[src/rtl/booth_mult_seq_pkg.sv]
// Shared ALU definitions for the sequential Booth multiplier: FSM encoding,
// Booth recoding ops and the default datapath width.
package booth_mult_seq_pkg;

  localparam int DEFAULT_WIDTH = 32;

  typedef enum logic [1:0] {
    ST_IDLE = 2'b00,
    ST_RUN  = 2'b01,
    ST_DONE = 2'b10
  } state_t;

  typedef enum logic [1:0] {
    OP_NOP = 2'b00,
    OP_ADD = 2'b01,
    OP_SUB = 2'b10
  } booth_op_t;

  // Radix-2 Booth recoding of the multiplier lsb and the guard bit.
  function automatic booth_op_t booth_decode(input logic lsb, input logic guard);
    case ({lsb, guard})
      2'b01:   return OP_ADD;
      2'b10:   return OP_SUB;
      default: return OP_NOP;
    endcase
  endfunction

endpackage

[src/rtl/cla_adder_n.sv]
// N-bit adder with carry-in, built from 4-bit carry-lookahead groups whose
// group generate/propagate terms are chained to form the group carries.
module cla_adder_n #(
  parameter int N = 33
) (
  input  logic [N-1:0] a,
  input  logic [N-1:0] b,
  input  logic         cin,
  output logic [N-1:0] sum
);

  localparam int NG = (N + 3) / 4;
  localparam int NP = NG * 4;

  logic [NP-1:0] a_ext;
  logic [NP-1:0] b_ext;
  logic [NP-1:0] p;
  logic [NP-1:0] g;
  logic [NP-1:0] c;
  logic [NP-1:0] s_ext;
  logic [NG:0]   gc;
  logic [NG-1:0] grp_g;
  logic [NG-1:0] grp_p;
  logic          unused_carry;

  // Operands are zero-padded up to a whole number of groups; pad bits are dropped.
  assign a_ext = NP'(a);
  assign b_ext = NP'(b);
  assign p     = a_ext ^ b_ext;
  assign g     = a_ext & b_ext;

  always_comb begin
    gc    = '0;
    c     = '0;
    grp_g = '0;
    grp_p = '0;
    gc[0] = cin;
    for (int i = 0; i < NG; i++) begin
      c[4*i]     = gc[i];
      c[4*i + 1] = g[4*i] | (p[4*i] & gc[i]);
      c[4*i + 2] = g[4*i + 1] | (p[4*i + 1] & g[4*i])
                 | (p[4*i + 1] & p[4*i] & gc[i]);
      c[4*i + 3] = g[4*i + 2] | (p[4*i + 2] & g[4*i + 1])
                 | (p[4*i + 2] & p[4*i + 1] & g[4*i])
                 | (p[4*i + 2] & p[4*i + 1] & p[4*i] & gc[i]);
      grp_g[i]   = g[4*i + 3] | (p[4*i + 3] & g[4*i + 2])
                 | (p[4*i + 3] & p[4*i + 2] & g[4*i + 1])
                 | (p[4*i + 3] & p[4*i + 2] & p[4*i + 1] & g[4*i]);
      grp_p[i]   = &p[4*i +: 4];
      gc[i + 1]  = grp_g[i] | (grp_p[i] & gc[i]);
    end
  end

  assign s_ext = p ^ c;
  assign sum   = s_ext[N-1:0];

  assign unused_carry = ^{gc[NG], s_ext};

endmodule

[src/rtl/booth_mult_seq.sv]
// Sequential radix-2 Booth multiplier: one add/subtract-and-shift per cycle,
// producing the low WIDTH product bits plus a signed-overflow flag.
module booth_mult_seq
  import booth_mult_seq_pkg::*;
#(
  parameter int WIDTH = DEFAULT_WIDTH
) (
  input  logic             clock,
  input  logic             reset_n,
  input  logic             start,
  input  logic [WIDTH-1:0] operand_a,
  input  logic [WIDTH-1:0] operand_b,
  output logic             busy,
  output logic             result_ready,
  output logic [WIDTH-1:0] result,
  output logic             overflow
);

  localparam int CW = $clog2(WIDTH) + 1;
  localparam logic [CW-1:0] LAST_COUNT = CW'(WIDTH - 1);

  state_t                  state_q, state_d;
  logic signed [WIDTH:0]   mcand_q, mcand_d;
  logic signed [WIDTH:0]   acc_q, acc_d;
  logic [WIDTH-1:0]        mplr_q, mplr_d;
  logic                    q1_q, q1_d;
  logic [CW-1:0]           count_q, count_d;
  logic [WIDTH-1:0]        result_q, result_d;
  logic                    ovf_q, ovf_d;

  booth_op_t               op;
  logic [WIDTH:0]          add_b;
  logic                    add_cin;
  logic [WIDTH:0]          add_sum;
  logic signed [WIDTH:0]   acc_sh;
  logic [WIDTH-1:0]        mplr_sh;
  logic                    q1_sh;

  // The full product fits in WIDTH signed bits only if the upper half is a
  // pure sign extension of the low half's msb.
  function automatic logic product_overflows(input logic [WIDTH-1:0] hi,
                                             input logic             sign);
    return hi != {WIDTH{sign}};
  endfunction

  always_comb begin
    op      = booth_decode(mplr_q[0], q1_q);
    add_b   = '0;
    add_cin = 1'b0;
    unique case (op)
      OP_ADD: add_b = $unsigned(mcand_q);
      OP_SUB: begin
        add_b   = ~$unsigned(mcand_q);
        add_cin = 1'b1;
      end
      default: ;
    endcase
  end

  cla_adder_n #(
    .N (WIDTH + 1)
  ) u_cla (
    .a   ($unsigned(acc_q)),
    .b   (add_b),
    .cin (add_cin),
    .sum (add_sum)
  );

  // Arithmetic right shift of {sum, mplr, q_1}, replicating the sum's msb.
  always_comb begin
    {acc_sh, mplr_sh, q1_sh} = {add_sum[WIDTH], add_sum, mplr_q};
  end

  always_comb begin
    state_d  = state_q;
    mcand_d  = mcand_q;
    acc_d    = acc_q;
    mplr_d   = mplr_q;
    q1_d     = q1_q;
    count_d  = count_q;
    result_d = result_q;
    ovf_d    = ovf_q;
    unique case (state_q)
      ST_IDLE: begin
        if (start) begin
          state_d = ST_RUN;
          mcand_d = {operand_a[WIDTH-1], operand_a};
          acc_d   = '0;
          mplr_d  = operand_b;
          q1_d    = 1'b0;
          count_d = '0;
        end
      end
      ST_RUN: begin
        acc_d   = acc_sh;
        mplr_d  = mplr_sh;
        q1_d    = q1_sh;
        count_d = count_q + CW'(1);
        // Result and flag are captured on the edge that enters DONE.
        if (count_q == LAST_COUNT) begin
          state_d  = ST_DONE;
          result_d = mplr_sh;
          ovf_d    = product_overflows(acc_sh[WIDTH-1:0], mplr_sh[WIDTH-1]);
        end
      end
      ST_DONE: state_d = ST_IDLE;
      default: state_d = ST_IDLE;
    endcase
  end

  always_ff @(posedge clock or negedge reset_n) begin
    if (!reset_n) begin
      state_q  <= ST_IDLE;
      mcand_q  <= '0;
      acc_q    <= '0;
      mplr_q   <= '0;
      q1_q     <= 1'b0;
      count_q  <= '0;
      result_q <= '0;
      ovf_q    <= 1'b0;
    end else begin
      state_q  <= state_d;
      mcand_q  <= mcand_d;
      acc_q    <= acc_d;
      mplr_q   <= mplr_d;
      q1_q     <= q1_d;
      count_q  <= count_d;
      result_q <= result_d;
      ovf_q    <= ovf_d;
    end
  end

  assign busy         = (state_q != ST_IDLE);
  assign result_ready = (state_q == ST_DONE);
  assign result       = result_q;
  assign overflow     = ovf_q;

endmodule

[config.mk]
export PLATFORM = sky130hd
export DESIGN_NAME = booth_mult_seq
export DESIGN_NICKNAME = d
export VERILOG_FILES = /design/src/rtl/booth_mult_seq_pkg.sv /design/src/rtl/cla_adder_n.sv /design/src/rtl/booth_mult_seq.sv
export SDC_FILE = /design/constraint.sdc
export NUM_CORES = 1
export LEC_CHECK = 0
export CORE_MARGIN = 8
export CORE_UTILIZATION = 40
export DETAILED_ROUTE_END_ITERATION = 16
export DONT_BUFFER_PORTS = 1
export HOLD_SLACK_MARGIN = 0.1
export SLEW_MARGIN = 40
export SYNTH_ARGS = -nofsm -noshare
export SYNTH_HDL_FRONTEND = slang
export SYNTH_SLANG_ARGS = --single-unit
[constraint.sdc]
create_clock -name clock -period 9.3 [get_ports clock]
set_input_delay 1.86 -clock clock [delete_from_list [all_inputs] [get_ports clock]]
set_output_delay 1.86 -clock clock [all_outputs]
set_load 0.02 [all_outputs]
==> summary.md, run 1 <==
| Metric | Value |
|---|---|
| Status | `completed` |
| Setup slack at placement | `approximately 4 ns` |
| Peak-usage layer in the global routing report | `met2` |
| Number of remaining DRC errors | `0` |
| Antenna fix cells | `0` |
| Portion of synthesized cell area occupied by the leading cell type | `0.454` |
| Clock input transition at the sequential cells of the worst setup and hold paths | `0.07 ns` |
| CP Capture Type | `flip-flop` |
| Global routing met1 resource utilization | `0.204` |
| Number of top-level pins | `roughly 100` |
| H-tree lvl count | `4` |
| Worst Hold Margin | `just under 0.5 ns` |
| Number of cells on the worst hold path | `2` |
| Post-route clock skew | `~0.0086 ns` |
| Final setup margin | `between 3 and 4 ns` |
| X dimension of the die | `between 150 and 200 um` |
| Finished Cell Area | `about 0.0084 mm2` |
| Initial DRT Pass Iterations | `5` |
| Post-Route Setup TNS | `0 ns` |
| Root buf cell | `sky130_fd_sc_hd__clkbuf_16` |
| Fraction of the cycle the final worst path needs | `0.574` |
| Worst endpoint data arrival time | `approximately 5.7 ns` |
| Synthesized cell area | `0.00760 mm2` |
| Number of clock sinks seen by CTS | `138` |
| Maximum capacitance violations | `0` |
| # rows | `50` |
| Quantity of hold-fixing buffers added after cts | `0` |
| Initial Util | `0.407` |
| Syn_area_per_cell | `a little over 9 um2` |
| Net Count, Synth | `between 900 and 1000` |
| Type of the tightest min-delay check | `flip-flop to flip-flop` |
| Number of unique standard cell types used by synthesis | `67` |
| Biggest area consumer among synthesized cells | `sky130_fd_sc_hd__dfrtp_1` |
| Sequential share of the synthesized area | `0.454` |
| Global-route wire length before repair | `between 30 and 40 mm` |
| Number of design-rule violations left by the first detailed-router iteration | `between 400 and 500` |
| Global router's overall resource usage | `0.163` |
| CTS tree | `done` |
| Synthesized flop and latch total | `roughly 140` |
| Highest Clock Rate | `between 0.15 and 0.2 GHz` |
| Post-CTS Resized | `0` |
| Core region area | `0.0187 mm2` |
| Detail Route Antenna Nets | `0` |
| Slew at the pin with the worst max-slew slack | `0.725 ns` |
| Commonest cells after routing, fill and taps aside | `256 x sky130_fd_sc_hd__nand2_1, 138 x sky130_fd_sc_hd__dfrtp_1, 75 x sky130_fd_sc_hd__o21ai_0` |
| Clock latency reported for the late side of the worst-skew pair | `around 0.43 ns` |
| Leakage | `approximately 3.7 nW` |
| Clock Tree Buf Depth | `2` |
| Number of cell instances on the worst register-to-register path | `16` |
| Count of final hold-check violations | `0` |
| # nets final | `slightly above 900` |
| Worst slew margin relative to its limit | `0.516` |
| Nature of the critical path startpoint | `flip-flop` |
| Routed len/inst | `17.6 um` |
| Hold Crit Endpoint | `acc_q[31]` |
| Launch instance of the worst min-delay path | `acc_q[31]` |
| Final setup violation count | `0` |
| Launch point of the critical path | `q1_q` |
| RSZ-0062 raised after global routing | `false` |
| Total via count after detailed routing | `5825` |
| Most used DFF post-synth | `sky130_fd_sc_hd__dfrtp_1` |
| CTS buffer count | `17` |
| Initial antenna violation count | `0` |
| Detailed Place HPWL | `12.4 mm` |
| Maximum number of pins on one net before global-route repair | `roughly 140` |
| Post-synth EDFFs | `0` |
| Ys async rst share | `1.00` |
| Commonest non-fill, non-tap cell in the layout | `sky130_fd_sc_hd__nand2_1` |
| Total die area | `0.0237 mm2` |
| Post-synthesis cell count | `between 800 and 900` |
| Grt met3 use | `0.0530` |
| Cell Pwr Density | `about 400 mW/mm2` |
| Slack of the worst reg-to-reg path | `between 3 and 4 ns` |
| Vias in the first global route | `about 6000` |
| Relative area change from synthesis to final layout | `10.8%` |
| Worst flop-to-flop path endpoint | `overflow` |
| Top cells by area in the synthesized netlist | `sky130_fd_sc_hd__dfrtp_1 45%, sky130_fd_sc_hd__nand2_1 13%, sky130_fd_sc_hd__ha_1 5.4%` |
| Max-slew violations | `0` |
| Fraction of final layout cells with drive strength greater than 1 | `0.115` |
| Wire length after detailed routing | `about 19 mm` |
| Port buffer count | `0` |
| Gpl congestion | `just over 0.8` |
| Worst R2R Start | `q1_q` |
| Critical setup path kind | `flip-flop to flip-flop` |
| Yosys warnings | `0` |
| Post-CTS Setup Inserts | `0` |
| Placement Cell Area | `~0.008 mm2` |
| Global-route congestion overflow total | `0` |
| Post-route minimum period | `5.34 ns` |
| Via-to-Cell Ratio | `5.45` |
| Floorplan die height | `~150 um` |
| CP Data Required Time | `between 9 and 10 ns` |
| Maximum net fanout on the critical path | `33` |
| Global routing usage on met2 | `0.263` |
| Worst IR Drop VDD | `~210 uV` |
-- worst max path at each step --
| stage | to | slack [ns] |
|---|---|---|
| final | overflow | 3.96 |
| after global routing | overflow | 3.58 |
| after CTS | overflow | 3.97 |
| after floorplan | overflow | 4.50 |
| after global placement | overflow | 3.74 |
| after detailed placement | overflow | 3.98 |
-- cell type report --
| type | count | area (um2) |
|---|---|---|
| fill | 1776 | 10300 |
| multi-input combinational | 646 | 3980 |
| sequential | 138 | 3450 |
| clock buffer | 17 | 425 |
| tap | 234 | 293 |
| clock inverter | 15 | 176 |
| timing repair buffer | 6 | 48.8 |
| inverter | 13 | 48.8 |
-- per-layer routing --
| metal | routed length, um | vias up |
|---|---|---|
| met5 | 0 | - |
| met4 | 299 | 0 |
| met3 | 1270 | 24 |
| met2 | 8710 | 129 |
| met1 | 8490 | 2783 |
| li1 | - | 2889 |
-- cells in the mapped netlist, types with 4 or more instances --
cell                       number
sky130_fd_sc_hd__nor3_1        17
sky130_fd_sc_hd__mux2_2        33
sky130_fd_sc_hd__ha_1          33
sky130_fd_sc_hd__nand2b_1       7
sky130_fd_sc_hd__and3_1         5
sky130_fd_sc_hd__a22oi_1       31
sky130_fd_sc_hd__or2_2          6
sky130_fd_sc_hd__mux2i_1        4
sky130_fd_sc_hd__inv_1         13
sky130_fd_sc_hd__nand3_1       24
sky130_fd_sc_hd__nand4_1        6
sky130_fd_sc_hd__nor2_1        22
sky130_fd_sc_hd__fa_1           8
sky130_fd_sc_hd__xnor2_1        7
sky130_fd_sc_hd__xor2_1        14
sky130_fd_sc_hd__dfrtp_1      138
sky130_fd_sc_hd__o21ai_0       75
sky130_fd_sc_hd__nand2_1      257
sky130_fd_sc_hd__and2_1         4
sky130_fd_sc_hd__buf_1          6
sky130_fd_sc_hd__a21o_1         8
sky130_fd_sc_hd__a21oi_1       18
sky130_fd_sc_hd__clkbuf_1      34
-- cells by family after synthesis --
kind of cell    count (synthesis)  share of synthesized area
flops                         138                      0.454
fa+ha+maj                      41                     0.0754
xor+xnor                       21                     0.0242
mux                            37                     0.0541
simple gates                  371                      0.211
buf+inv                        55                     0.0275
compound gates                176                      0.154
-- per-stage QoR --
| step | power [mW] | std cells | util |
|---|---|---|---|
| floorplan | 2.39 | 839 | - |
| global placement | 2.77 | 1037 | 0.418 |
| detailed placement | 2.79 | 1037 | 0.418 |
| CTS | 3.49 | 1069 | 0.450 |
| global route | 3.79 | 1069 | 0.450 |
| finish | 3.47 | 1069 | 0.450 |
-- critical path, stage by stage (launching register included) --
cell,delay (ns)
sky130_fd_sc_hd__dfrtp_1,0.40
sky130_fd_sc_hd__nand2b_2,0.50
sky130_fd_sc_hd__o21ai_0,0.46
sky130_fd_sc_hd__ha_1,0.30
sky130_fd_sc_hd__nand4b_1,0.17
sky130_fd_sc_hd__a21oi_1,0.12
sky130_fd_sc_hd__o211ai_2,0.35
sky130_fd_sc_hd__a21oi_1,0.16
sky130_fd_sc_hd__o41ai_2,0.58
sky130_fd_sc_hd__o21ai_0,0.23
sky130_fd_sc_hd__fa_1,0.59
sky130_fd_sc_hd__nand3_1,0.12
sky130_fd_sc_hd__or3b_2,0.49
sky130_fd_sc_hd__mux2_2,0.27
sky130_fd_sc_hd__a32o_1,0.22
sky130_fd_sc_hd__o41ai_2,0.19
sky130_fd_sc_hd__nand2_1,0.07
-- where the power goes --
part | total [mW] | internal, mW | leakage [nW] | switching [mW]
registers | 0.987 | 0.820 | 1.58 | 0.167
logic | 1.80 | 0.733 | 1.87 | 1.07
clock network | 0.678 | 0.362 | 0.287 | 0.316
total | 3.47 | 1.92 | 3.73 | 1.55
-- sequential cells by signal, indices dropped and copies added (netlist names) --
signal and count:
acc_q 32, count_q 6, mcand_q 32, mplr_q 32, overflow 1, q1_q 1, result 32, state_q 2
No activity file was read; power rests on OpenSTA's default activity.
==> run 2: changes to the inputs <==
Clock period 9.3 ns to 5.3 ns, I/O delays scaled along.
==> run 2 against run 1 <==
  * Flip-flop and latch count unchanged
  * Non-clock buffer count rose by 6
  * Final area is 0.89% higher
  * First-iteration DRC count fell by 18%
  * Register-to-register slack worse by 3.6 ns
  * Worst hold slack worse by 0.18 ns
  * Die area is the same
  * Clock skew increased by 0.0014 ns
  * Setup slack got worse by 3.6 ns
  * Power increased by 79%
  * Maximum frequency is 9.0% higher
==> summary.md, run 2 (synthesis results as in run 1) <==
| Metric | Value |
|---|---|
| Worst slew margin relative to its limit | `0.516 (about the same)` |
| Status | `completed` |
| Slack of the worst reg-to-reg path | `0.40 ns (-3.56 ns)` |
| Post-route minimum period | `4.90 ns (-0.442 ns)` |
| Number of top-level pins | `102 (unchanged)` |
| Critical setup path kind | `flip-flop to flip-flop` |
| Fraction of the cycle the final worst path needs | `0.924 (+0.350)` |
| Clock Tree Buf Depth | `2 (unchanged)` |
| Post-CTS Setup Inserts | `0 (unchanged)` |
| Initial antenna violation count | `0 (unchanged)` |
| Floorplan die height | `154 um (unchanged)` |
| Largest stage delay, worst path | `0.58 ns (about the same)` |
| H-tree lvl count | `4 (unchanged)` |
| Relative area change from synthesis to final layout | `11.7%` |
| Launch point of the critical path | `q1_q` |
| Post-route clock skew | `0.0100 ns (+0.00142 ns)` |
| Detail Route Antenna Nets | `0 (unchanged)` |
| Maximum net fanout on the critical path | `10 (-70%)` |
| # rows | `50 (unchanged)` |
| Commonest cells after routing, fill and taps aside | `256 x sky130_fd_sc_hd__nand2_1, 138 x sky130_fd_sc_hd__dfrtp_1, 75 x sky130_fd_sc_hd__o21ai_0` |
| Number of remaining DRC errors | `0 (unchanged)` |
| CP Data Required Time | `5.61 ns (-4.00 ns)` |
| X dimension of the die | `154 um (unchanged)` |
| Worst Hold Margin | `0.317 ns (-0.179 ns)` |
| CTS buffer count | `17 (unchanged)` |
| Nature of the critical path startpoint | `flip-flop` |
| Initial Util | `0.407 (unchanged)` |
| Cell with the largest stage delay on the worst path | `sky130_fd_sc_hd__fa_1` |
| Total buffers and inverters traversed by the critical path | `2 (+2)` |
| Worst endpoint data arrival time | `5.20 ns (-0.45 ns)` |
| Number of clock sinks seen by CTS | `138 (unchanged)` |
| Fraction of final layout cells with drive strength greater than 1 | `0.120 (+0.00513)` |
| Cells along the critical path | `nand2b_1 > buf_4 > o21ai_0 > ha_1 > a21o_1 > a221o_1 > a21oi_4 > a21oi_1 > o41ai_2 > buf_4 > o21ai_0 > fa_1 > nand3_1 > or3b_2 > mux2_2 > a32o_1 > o41ai_2 > nand2_1` |
| Number of design-rule violations left by the first detailed-router iteration | `391 (-18%)` |
| Highest Clock Rate | `0.204 GHz (+9.0%)` |
| Routed len/inst | `17.4 um (-1.1%)` |
| Commonest non-fill, non-tap cell in the layout | `sky130_fd_sc_hd__nand2_1` |
| Global router's overall resource usage | `0.162 (-0.000911)` |
| Antenna fix cells | `0 (unchanged)` |
| Initial DRT Pass Iterations | `4 (-1)` |
| Vias in the first global route | `5833 (-0.26%)` |
| Cell Pwr Density | `729 mW/mm2 (+77%)` |
| Global-route congestion overflow total | `0 (unchanged)` |
| Count of final hold-check violations | `0 (unchanged)` |
| RSZ-0062 raised after global routing | `false` |
| Leakage | `3.78 nW (+1.5%)` |
| Wire length after detailed routing | `18.7 mm (-0.56%)` |
| Worst R2R Start | `q1_q` |
| Final setup violation count | `0 (unchanged)` |
| Dominant delay contributor by cell family on the critical path | `compound AO/OA/AOI/OAI gates` |
| Gpl congestion | `0.825 (+0.98%)` |
| Port buffer count | `0 (unchanged)` |
| # nets final | `936 (+0.65%)` |
| Maximum capacitance violations | `0 (unchanged)` |
| Core region area | `0.0187 mm2 (unchanged)` |
| Post-Route Setup TNS | `0 ns (unchanged)` |
| Max-slew violations | `0 (unchanged)` |
| Global-route wire length before repair | `30.8 mm (-1.0%)` |
| Post-CTS Resized | `0 (unchanged)` |
| Worst IR Drop VDD | `293 uV (+41%)` |
| Root buf cell | `sky130_fd_sc_hd__clkbuf_16` |
| Total die area | `0.0237 mm2 (unchanged)` |
| Detailed Place HPWL | `12.5 mm (+0.45%)` |
| CTS tree | `done` |
| Total via count after detailed routing | `5825 (unchanged)` |
| Maximum number of pins on one net before global-route repair | `139 (unchanged)` |
| Slew at the pin with the worst max-slew slack | `0.725 ns (-0.000387 ns)` |
| Type of the tightest min-delay check | `input port to asynchronous set/reset pin` |
| Quantity of hold-fixing buffers added after cts | `0 (unchanged)` |
| Clock latency reported for the late side of the worst-skew pair | `0.43 ns (about the same)` |
| CP Capture Type | `flip-flop` |
| Via-to-Cell Ratio | `5.42 (-0.56%)` |
| Clock input transition at the sequential cells of the worst setup and hold paths | `0.07 ns (about the same)` |
-- run 2: final cells by class --
type | count | area (um2)
Inverter | 13 | 48.8
Timing Repair Buffer | 12 | 93.8
Multi-Input combinational cell | 646 | 3980
Clock buffer | 18 | 439
Clock inverter | 14 | 195
Sequential cell | 138 | 3450
Fill cell | 1779 | 10200
Tap cell | 234 | 293
-- run 2: worst reg2reg max path: stages, from the launching register on --
cell and delay [ns]:
sky130_fd_sc_hd__dfrtp_1 0.39, sky130_fd_sc_hd__nand2b_1 0.26, sky130_fd_sc_hd__buf_4 0.23, sky130_fd_sc_hd__o21ai_0 0.16
sky130_fd_sc_hd__ha_1 0.30, sky130_fd_sc_hd__a21o_1 0.21, sky130_fd_sc_hd__a221o_1 0.36, sky130_fd_sc_hd__a21oi_4 0.23
sky130_fd_sc_hd__a21oi_1 0.14, sky130_fd_sc_hd__o41ai_2 0.23, sky130_fd_sc_hd__buf_4 0.20, sky130_fd_sc_hd__o21ai_0 0.13
sky130_fd_sc_hd__fa_1 0.58, sky130_fd_sc_hd__nand3_1 0.12, sky130_fd_sc_hd__or3b_2 0.48, sky130_fd_sc_hd__mux2_2 0.27
sky130_fd_sc_hd__a32o_1 0.22, sky130_fd_sc_hd__o41ai_2 0.19, sky130_fd_sc_hd__nand2_1 0.07
-- run 2: where the power goes --
group | internal [mW] | switching [mW] | total (mW)
Clock | 0.738 | 0.536 | 1.27
Sequential | 1.44 | 0.292 | 1.73
Combinational | 1.31 | 1.88 | 3.19
-- run 2: per-stage QoR --
step | cell area (um2) | setup WS (ns) | power (mW) | utilization | cells
after global routing | 8500 | 0.0667 | 6.76 | 0.454 | 1075
after global placement | 7860 | 0.547 | 4.88 | 0.420 | 1043
after CTS | 8490 | 0.420 | 6.23 | 0.454 | 1075
after detailed placement | 7860 | 0.476 | 4.92 | 0.420 | 1043
final | 8500 | 0.404 | 6.20 | 0.454 | 1075
after floorplan | 7600 | 0.502 | 4.20 | - | 839
-- run 2: routing by layer --
metal / global-route usage / up-vias / wire length [um]
met4: 0.0490 / 0 / 232
met1: 0.201 / 2812 / 8530
li1: - / 2900 / -
met3: 0.0597 / 19 / 1190
met5: 0 / - / 0
met2: 0.260 / 94 / 8710
-- run 2: final timing paths --
path / endpoint / depth (start not counted)
worst min register to register: acc_q[14] / 2
worst max-delay path: overflow / 18
worst max register to register: overflow / 18
worst min-delay path: result[21] / 0
min in group clock: acc_q[14] / 2
max in group asynchronous: acc_q[18] / 0
